--- config.mk ---
export PLATFORM = sky130hd
export DESIGN_NAME = axi_lite_user_dispatcher
export DESIGN_NICKNAME = d
export VERILOG_FILES = /design/src/rtl/axi_lite_user_dispatcher.sv
export SDC_FILE = /design/constraint.sdc
export NUM_CORES = 1
export LEC_CHECK = 0
export ABC_AREA = 1
export CAP_MARGIN = 20
export CORE_ASPECT_RATIO = 0.7
export CORE_MARGIN = 1.5
export CORE_UTILIZATION = 26
export CTS_CLUSTER_SIZE = 40
export DETAILED_ROUTE_END_ITERATION = 16
export PLACE_DENSITY_LB_ADDON = 0.15
export SYNTH_ARGS = -nofsm -noshare
export SYNTH_HDL_FRONTEND = slang
export SYNTH_SLANG_ARGS = --single-unit
--- constraint.sdc ---
create_clock -name ACLK -period 4 [get_ports ACLK]
set_input_delay 0.8 -clock ACLK [delete_from_list [all_inputs] [get_ports ACLK]]
set_output_delay 0.8 -clock ACLK [all_outputs]
set_load 0.02 [all_outputs]
--- src/rtl/axi_lite_user_dispatcher.sv ---
// User-side command dispatcher for the AXI-Lite slave FIFO bridge: routes each command
// to one register-bank target, bounds every access with a timeout, always answers reads.
module axi_lite_user_dispatcher #(
    parameter int                    USER_ADDR_WIDTH = 8,
    parameter int                    DATA_WIDTH      = 32,
    parameter int                    SEL_WIDTH       = 2,
    parameter int                    TIMEOUT         = 255,
    parameter logic [DATA_WIDTH-1:0] TIMEOUT_DATA    = 32'hDEAD_BEEF,
    localparam int                   NUM_TARGETS     = 2 ** SEL_WIDTH,
    localparam int                   LOCAL_WIDTH     = USER_ADDR_WIDTH - SEL_WIDTH
) (
    input  logic                              ACLK,
    input  logic                              ARESET,
    input  logic [USER_ADDR_WIDTH-1:0]        user_addr,
    input  logic                              user_read_enable,
    input  logic                              user_write_enable,
    output logic                              user_ready,
    output logic                              user_write_deq,
    input  logic [DATA_WIDTH-1:0]             user_write_data,
    input  logic                              user_write_empty,
    output logic                              user_read_enq,
    output logic [DATA_WIDTH-1:0]             user_read_data,
    input  logic                              user_read_almost_full,
    output logic [NUM_TARGETS-1:0]            tgt_req,
    output logic                              tgt_we,
    output logic [LOCAL_WIDTH-1:0]            tgt_addr,
    output logic [DATA_WIDTH-1:0]             tgt_wdata,
    input  logic [NUM_TARGETS-1:0]            tgt_ack,
    input  logic [NUM_TARGETS*DATA_WIDTH-1:0] tgt_rdata,
    output logic                              ERROR,
    output logic [7:0]                        timeout_count
);

    typedef enum logic [2:0] {IDLE, WDATA, REQ, RESP, DONE} state_t;

    state_t                   state_q, state_d;
    logic [SEL_WIDTH-1:0]     sel_q, sel_d;
    logic [LOCAL_WIDTH-1:0]   addr_q, addr_d;
    logic                     we_q, we_d;
    logic [DATA_WIDTH-1:0]    wdata_q, wdata_d;
    logic [NUM_TARGETS-1:0]   req_q, req_d;
    logic                     ready_q, ready_d;
    logic                     enq_q, enq_d;
    logic [DATA_WIDTH-1:0]    rdata_q, rdata_d;
    logic                     error_q, error_d;
    logic [7:0]               tcount_q, tcount_d;
    logic [15:0]              cnt_q, cnt_d;

    logic [SEL_WIDTH-1:0]     cmd_sel;
    logic [NUM_TARGETS-1:0]   cmd_onehot;
    logic [NUM_TARGETS-1:0]   sel_onehot;

    assign cmd_sel    = user_addr[USER_ADDR_WIDTH-1 -: SEL_WIDTH];
    assign cmd_onehot = {{(NUM_TARGETS-1){1'b0}}, 1'b1} << cmd_sel;
    assign sel_onehot = {{(NUM_TARGETS-1){1'b0}}, 1'b1} << sel_q;

    always_comb begin
        // NOTE: every next value defaults to its current value first, so no branch infers a latch.
        state_d        = state_q;
        sel_d          = sel_q;
        addr_d         = addr_q;
        we_d           = we_q;
        wdata_d        = wdata_q;
        req_d          = req_q;
        ready_d        = ready_q;
        enq_d          = 1'b0;
        rdata_d        = rdata_q;
        error_d        = error_q;
        tcount_d       = tcount_q;
        cnt_d          = cnt_q;
        user_write_deq = 1'b0;

        // The bridge must hold off while a command is in flight; a pulse here is a protocol error.
        if (state_q != IDLE && (user_read_enable || user_write_enable))
            error_d = 1'b1;

        case (state_q)
            IDLE: begin
                if (user_read_enable || user_write_enable) begin
                    sel_d   = cmd_sel;
                    addr_d  = user_addr[LOCAL_WIDTH-1:0];
                    ready_d = 1'b1;
                    cnt_d   = '0;
                    if (user_read_enable) begin
                        we_d    = 1'b0;
                        req_d   = cmd_onehot;
                        state_d = REQ;
                        if (user_write_enable)
                            error_d = 1'b1;
                    end else begin
                        we_d    = 1'b1;
                        state_d = WDATA;
                    end
                end
            end
            WDATA: begin
                if (!user_write_empty) begin
                    user_write_deq = 1'b1;
                    wdata_d        = user_write_data;
                    req_d          = sel_onehot;
                    cnt_d          = '0;
                    state_d        = REQ;
                end
            end
            REQ: begin
                // An ack landing on the timeout cycle still completes the access normally.
                if (tgt_ack[sel_q]) begin
                    req_d = '0;
                    if (we_q) begin
                        state_d = DONE;
                    end else begin
                        rdata_d = tgt_rdata[int'(sel_q)*DATA_WIDTH +: DATA_WIDTH];
                        state_d = RESP;
                    end
                end else if (cnt_q == 16'(TIMEOUT - 1)) begin
                    req_d   = '0;
                    error_d = 1'b1;
                    if (tcount_q != 8'hFF)
                        tcount_d = tcount_q + 8'd1;
                    if (we_q) begin
                        state_d = DONE;
                    end else begin
                        rdata_d = TIMEOUT_DATA;
                        state_d = RESP;
                    end
                end else begin
                    cnt_d = cnt_q + 16'd1;
                end
            end
            RESP: begin
                if (!user_read_almost_full) begin
                    enq_d   = 1'b1;
                    state_d = DONE;
                end
            end
            DONE: begin
                ready_d = 1'b0;
                state_d = IDLE;
            end
            default: state_d = IDLE;
        endcase
    end

    always_ff @(posedge ACLK or posedge ARESET) begin
        if (ARESET) begin
            state_q  <= IDLE;
            sel_q    <= '0;
            addr_q   <= '0;
            we_q     <= 1'b0;
            wdata_q  <= '0;
            req_q    <= '0;
            ready_q  <= 1'b0;
            enq_q    <= 1'b0;
            rdata_q  <= '0;
            error_q  <= 1'b0;
            tcount_q <= '0;
            cnt_q    <= '0;
        end else begin
            state_q  <= state_d;
            sel_q    <= sel_d;
            addr_q   <= addr_d;
            we_q     <= we_d;
            wdata_q  <= wdata_d;
            req_q    <= req_d;
            ready_q  <= ready_d;
            enq_q    <= enq_d;
            rdata_q  <= rdata_d;
            error_q  <= error_d;
            tcount_q <= tcount_d;
            cnt_q    <= cnt_d;
        end
    end

    assign user_ready     = ready_q;
    assign user_read_enq  = enq_q;
    assign user_read_data = rdata_q;
    assign tgt_req        = req_q;
    assign tgt_we         = we_q;
    assign tgt_addr       = addr_q;
    assign tgt_wdata      = wdata_q;
    assign ERROR          = error_q;
    assign timeout_count  = tcount_q;

endmodule

After elaboration in Yosys (flattened, before gate mapping)

Cells that the tools add are included.

Logic and storage cells: 89
Output and inout port bits: 87
Bits in read-only memories: 0
Latch bits: 0
Memory bits (writable): 0
Input bits: 178
Flip-flop bits (word level): 107
Memories kept: 0

Divide/modulo/power cells: 0
Bitwise logic cells: 2
Add/subtract/negate cells: 2
Shift operators: 3
Eq/ne operators: 15
Reductions and logical operators: 15
Magnitude comparators: 1
Mux-type cells: 39
$mul: 0

Operators by type and width:

| operator                                                                | number |
|---|---|
| 32-bit two-way mux                                                      | 4 |
| 128-bit by 8-bit variable part select with 32-bit output                | 1 |
| 16-bit two-way mux                                                      | 4 |
| 16-bit one-hot mux with 3 select lines                                  | 1 |
| 4-bit two-way mux                                                       | 5 |
| 3-bit two-way mux                                                       | 6 |
| 16-bit by 1-bit adder with 16-bit output (second input constant)        | 1 |
| 16-bit by 8-bit equality test with 1-bit output (second input constant) | 1 |
| 2-bit inequality test (second input constant)                           | 8 |
| 1-bit two-way mux                                                       | 13 |
| 3-bit one-hot mux with 4 select lines                                   | 1 |
| 4-bit one-hot mux with 3 select lines                                   | 1 |
| 4-bit AND reduction                                                     | 3 |
| 5-bit AND reduction                                                     | 2 |
| 8-bit by 1-bit adder with 8-bit output (second input constant)          | 1 |
| 8-bit inequality test (second input constant)                           | 1 |
| 1-bit by 2-bit left shift with 4-bit output (first input constant)      | 2 |
| 3-bit by 2-bit equality test with 1-bit output (second input constant)  | 2 |
| 2-bit AND reduction                                                     | 3 |
| 3-bit nonzero test                                                      | 2 |
| 1-bit one-hot mux with 2 select lines                                   | 2 |
| 2-bit nonzero test                                                      | 2 |
| 3-bit by 1-bit equality test with 1-bit output (second input constant)  | 1 |
| 3-bit equality test (second input constant)                             | 1 |
| other kinds (8)                                                         | 9 |

Logic depth before layout (Yosys ltp)

Word-level depth: 7
Depth in mapped cells: 11
Mapped depth without buffers: 9

Least setup slack after synthesis

Ideal clock, no wire load.

Path kind: input -> output
From: input port user_write_empty
To: output port user_write_deq
Arrival: 1.185 ns
Buffers on the path: 1
Slack: 2.015 ns
Data required time: 3.200 ns
Stages on the path: 2
Cells stage by stage: nor2_4 buf_2

Cells in the longest elaborated chain, start to end: 2

RTL lines:

| item              | RTL line | RTL |
|---|---|---|
| start, declared   | 20       | `input logic user_write_empty,` |
| 1-bit two-way mux | 97       | `if (!user_write_empty) begin` |
| 1-bit two-way mux | 77       | `case (state_q)` |
| end, declared     | 18       | `output logic user_write_deq,` |

No other way between the ends.

Worst setup path after layout

Ends and elaborated chain as after synthesis.

==> results_dict.tcl <==
set metrics [dict create \
    synth_cells 815 \
    path_clk_slew_ns 0.07 \
    via_count 6144 \
    post_drt_wl_per_cell_um 15.3 \
    hold_class "reg2reg" \
    fin_crit_ns 2.87 \
    slew-limit-headroom_pct 51.2 \
    cts_tree "yes" \
    rsz0062_at_grt "no" \
    grt_overflow_total 0 \
    intPower_mw 3.25 \
    p_comb_share_pct 56.8 \
    ctsHtreeMaxLevel 3 \
    timing.setup.tns_ns 0 \
    nFillCells 2354 \
    netSwitchingFraction_pct 45.8 \
    post-dp-hpwl_um 15700 \
    synth-seq-area-share_pct 44.4 \
    nets 1241 \
    fin_area_um2 9210 \
    dieArea_um2 24200 \
    cts_buffers 9 \
    fp-row-count 46 \
    cts_root_buf "clkbuf_16" \
    cts_setup_buffers 0 \
    synth-seq-cells 107 \
    place_congestion 0.796 \
    insertion_delay_ns 0.35 \
    start_util_pct 26.6 \
    yosys_most_used_dff "dfrtp_1" \
    finalMaxSlewViolations 0 \
    arrival_ns 2.07 \
    ir_drop_v 0.000349 \
    cts.sinks 107 \
    yosys.cell_types.count 32 \
    yosysTopAreaCell "dfrtp_1" \
    dr.pass1.iters 4 \
    critPathRequiredTime_ns 3.20 \
    grt_pass1_vias 5663 \
    power_density_nw_per_um2 651 \
    synth_edf_count 0 \
    io_buffers 264 \
    first_iter_violations 323 \
    outcome "completed" \
    die_h_um 130 \
    syn-num-nets 996 \
    viasPerCell 4.46 \
    crit_path_start_kind "primary input" \
    p_total_mw 6.00 \
    hold_violations 0 \
    netlist_top_cells_area "dfrtp_1, nand2_1, nand3_1, nor2_1, o21ai_0" \
    path_max_fanout 3 \
    async_reset_ff_share_pct 100 \
    synth_area_um2 6040 \
    antenna_found_initial 0 \
    final_antenna_net_count 0 \
    design.portCount 265 \
    yosys_warnings 0 \
    critPathKind "in2out" \
    power_frac_clock_pct 14.7 \
    regArea_um2 2680 \
    drt_wl_total_um 21100 \
    worst_clock_skew_ns 0.00979 \
    mostFrequentLayoutCell "nand2_1" \
    grt_pass1_wl_um 31600 \
    seqPwrFrac_pct 28.5 \
    end_kind "primary output" \
    fmax_mhz 349 \
    power.switching_mw 2.75 \
    route.detailed.drc 0 \
    syn_to_final_growth_pct 52.5 \
    tightest_slew_ns 0.732 \
    cts_hold_buf 0 \
    yosysTopAreaCellShare_pct 44.4 \
    drive_gt1_share_pct 7.51 \
    p_leak_nw 4.10 \
    core_area_um2 22700 \
    grt_max_degree 67 \
    fp.dieW_um 185 \
    ctsResizeCount 0 \
    post-route-util_pct 40.5 \
    placed_area_um2 8920 \
    fin_crit_sh_pct 71.7 \
    final_cell_mix "nand2_1, clkdlybuf4s50_1, dfrtp_1" \
    multiInputGateArea_um2 2990 \
    cts.path.max_buffers 2 \
    cap_viol_max_count 0 \
    avgSynthCellArea_um2 7.41 \
    finalSetupViolations 0 \
    antenna_cells 0 \
    grt_util_all_layers_pct 17.1 \
]
-- metal layers --
| metal | vias to the layer above | part of all wire, % | GRT usage (%) |
|---|---|---|---|
| li1 | 3123 | - | - |
| met1 | 2802 | 47 | 22.9 |
| met2 | 211 | 42 | 25.9 |
| met3 | 8 | 11 | 6.93 |
| met4 | 0 | 0.55 | 3.44 |
| met5 | - | 0 | 0 |
-- power groups by stage --
| stage | combinational (mW) | clock (mW) | sequential [mW] |
|---|---|---|---|
| final | 3.40 | 0.884 | 1.71 |
| after global routing | 3.75 | 0.970 | 1.76 |
| after CTS | 3.46 | 0.929 | 1.71 |
| after detailed placement | 3.45 | 0 | 1.72 |
| after global placement | 3.47 | 0 | 1.73 |
| after floorplan | 1.66 | 0 | 2.12 |
-- kinds of logic (layout without fill, tap and decap cells) --
group                      Yosys count  in the layout  share of synthesized area, %
muxes                                6              6                          1.12
AOI/OAI and AO/OA                  101            101                          9.84
xor gates and xnor gates            12             12                          1.74
adders and majority gates            3              3                         0.622
DFF                                107            107                          44.4
and+or+nand+nor                    512            512                          36.2
buffers and inverters               74            324                          6.07
-- Yosys cell counts, types with 3 or more instances --
cell and n:
o22a_1 8, o21ai_1 25, xor2_1 4, inv_2 11, mux2_2 6, nand3_4 3
clkbuf_1 7, nor3_1 4, nand4_1 9, dfrtp_1 107, ha_1 3, xnor2_1 8
nor2_1 57, buf_2 23, nor2_4 4, inv_1 22, nand3_1 87, nand2_1 332
buf_6 8, a21oi_1 25, o21ai_2 15, o21ai_0 27, nor2_2 5, nand2_2 5
-- worst paths after layout --
check,cells past startpoint,from,endpoint,slack (ns)
worst max-delay path,3,user_write_empty,user_write_deq,1.13
worst min-delay path,2,tgt_wdata[30],tgt_wdata[30],0.47
worst max register to register,8,state_q[1],user_read_data[25],1.73
worst min register to register,2,tgt_wdata[30],tgt_wdata[30],0.47
max in group asynchronous,3,ARESET,user_read_data[19],2.53
min in group asynchronous,2,ARESET,tgt_wdata[1],0.81
-- worst max-delay path, cell delays in order --
cell and delay, ns:
clkdlybuf4s50_1 0.47, nor2_4 0.17, clkdlybuf4s50_1 0.63
-- cell type report --
type                    count  share of cell area (%)
clock inverters             6                   0.625
inverters                  34                    1.41
multi-input cells         634                    32.5
repair buffers            274                    29.6
well taps                 312                    4.24
clock buffers              10                    2.49
flip-flops and latches    107                    29.1
-- flip-flops by register name, indices dropped and copies added (netlist names) --
name,cells
ERROR,1
cnt_q,16
sel_q,2
state_q,3
tgt_addr,6
tgt_req,4
tgt_wdata,32
tgt_we,1
timeout_count,8
user_read_data,32
user_read_enq,1
user_ready,1
-- stage by stage --
stage / setup slack (ns) / cells / hold slack [ns]
2_1_floorplan: 0.383 / 815 / 0.508
3_3_place_gp: 1.13 / 1361 / 0.452
3_5_place_dp: 1.12 / 1361 / 0.459
4_1_cts: 1.12 / 1377 / 0.477
5_1_grt: 1.10 / 1377 / 0.498
6_report: 1.13 / 1377 / 0.472
Power figures use the tool's default switching activity.
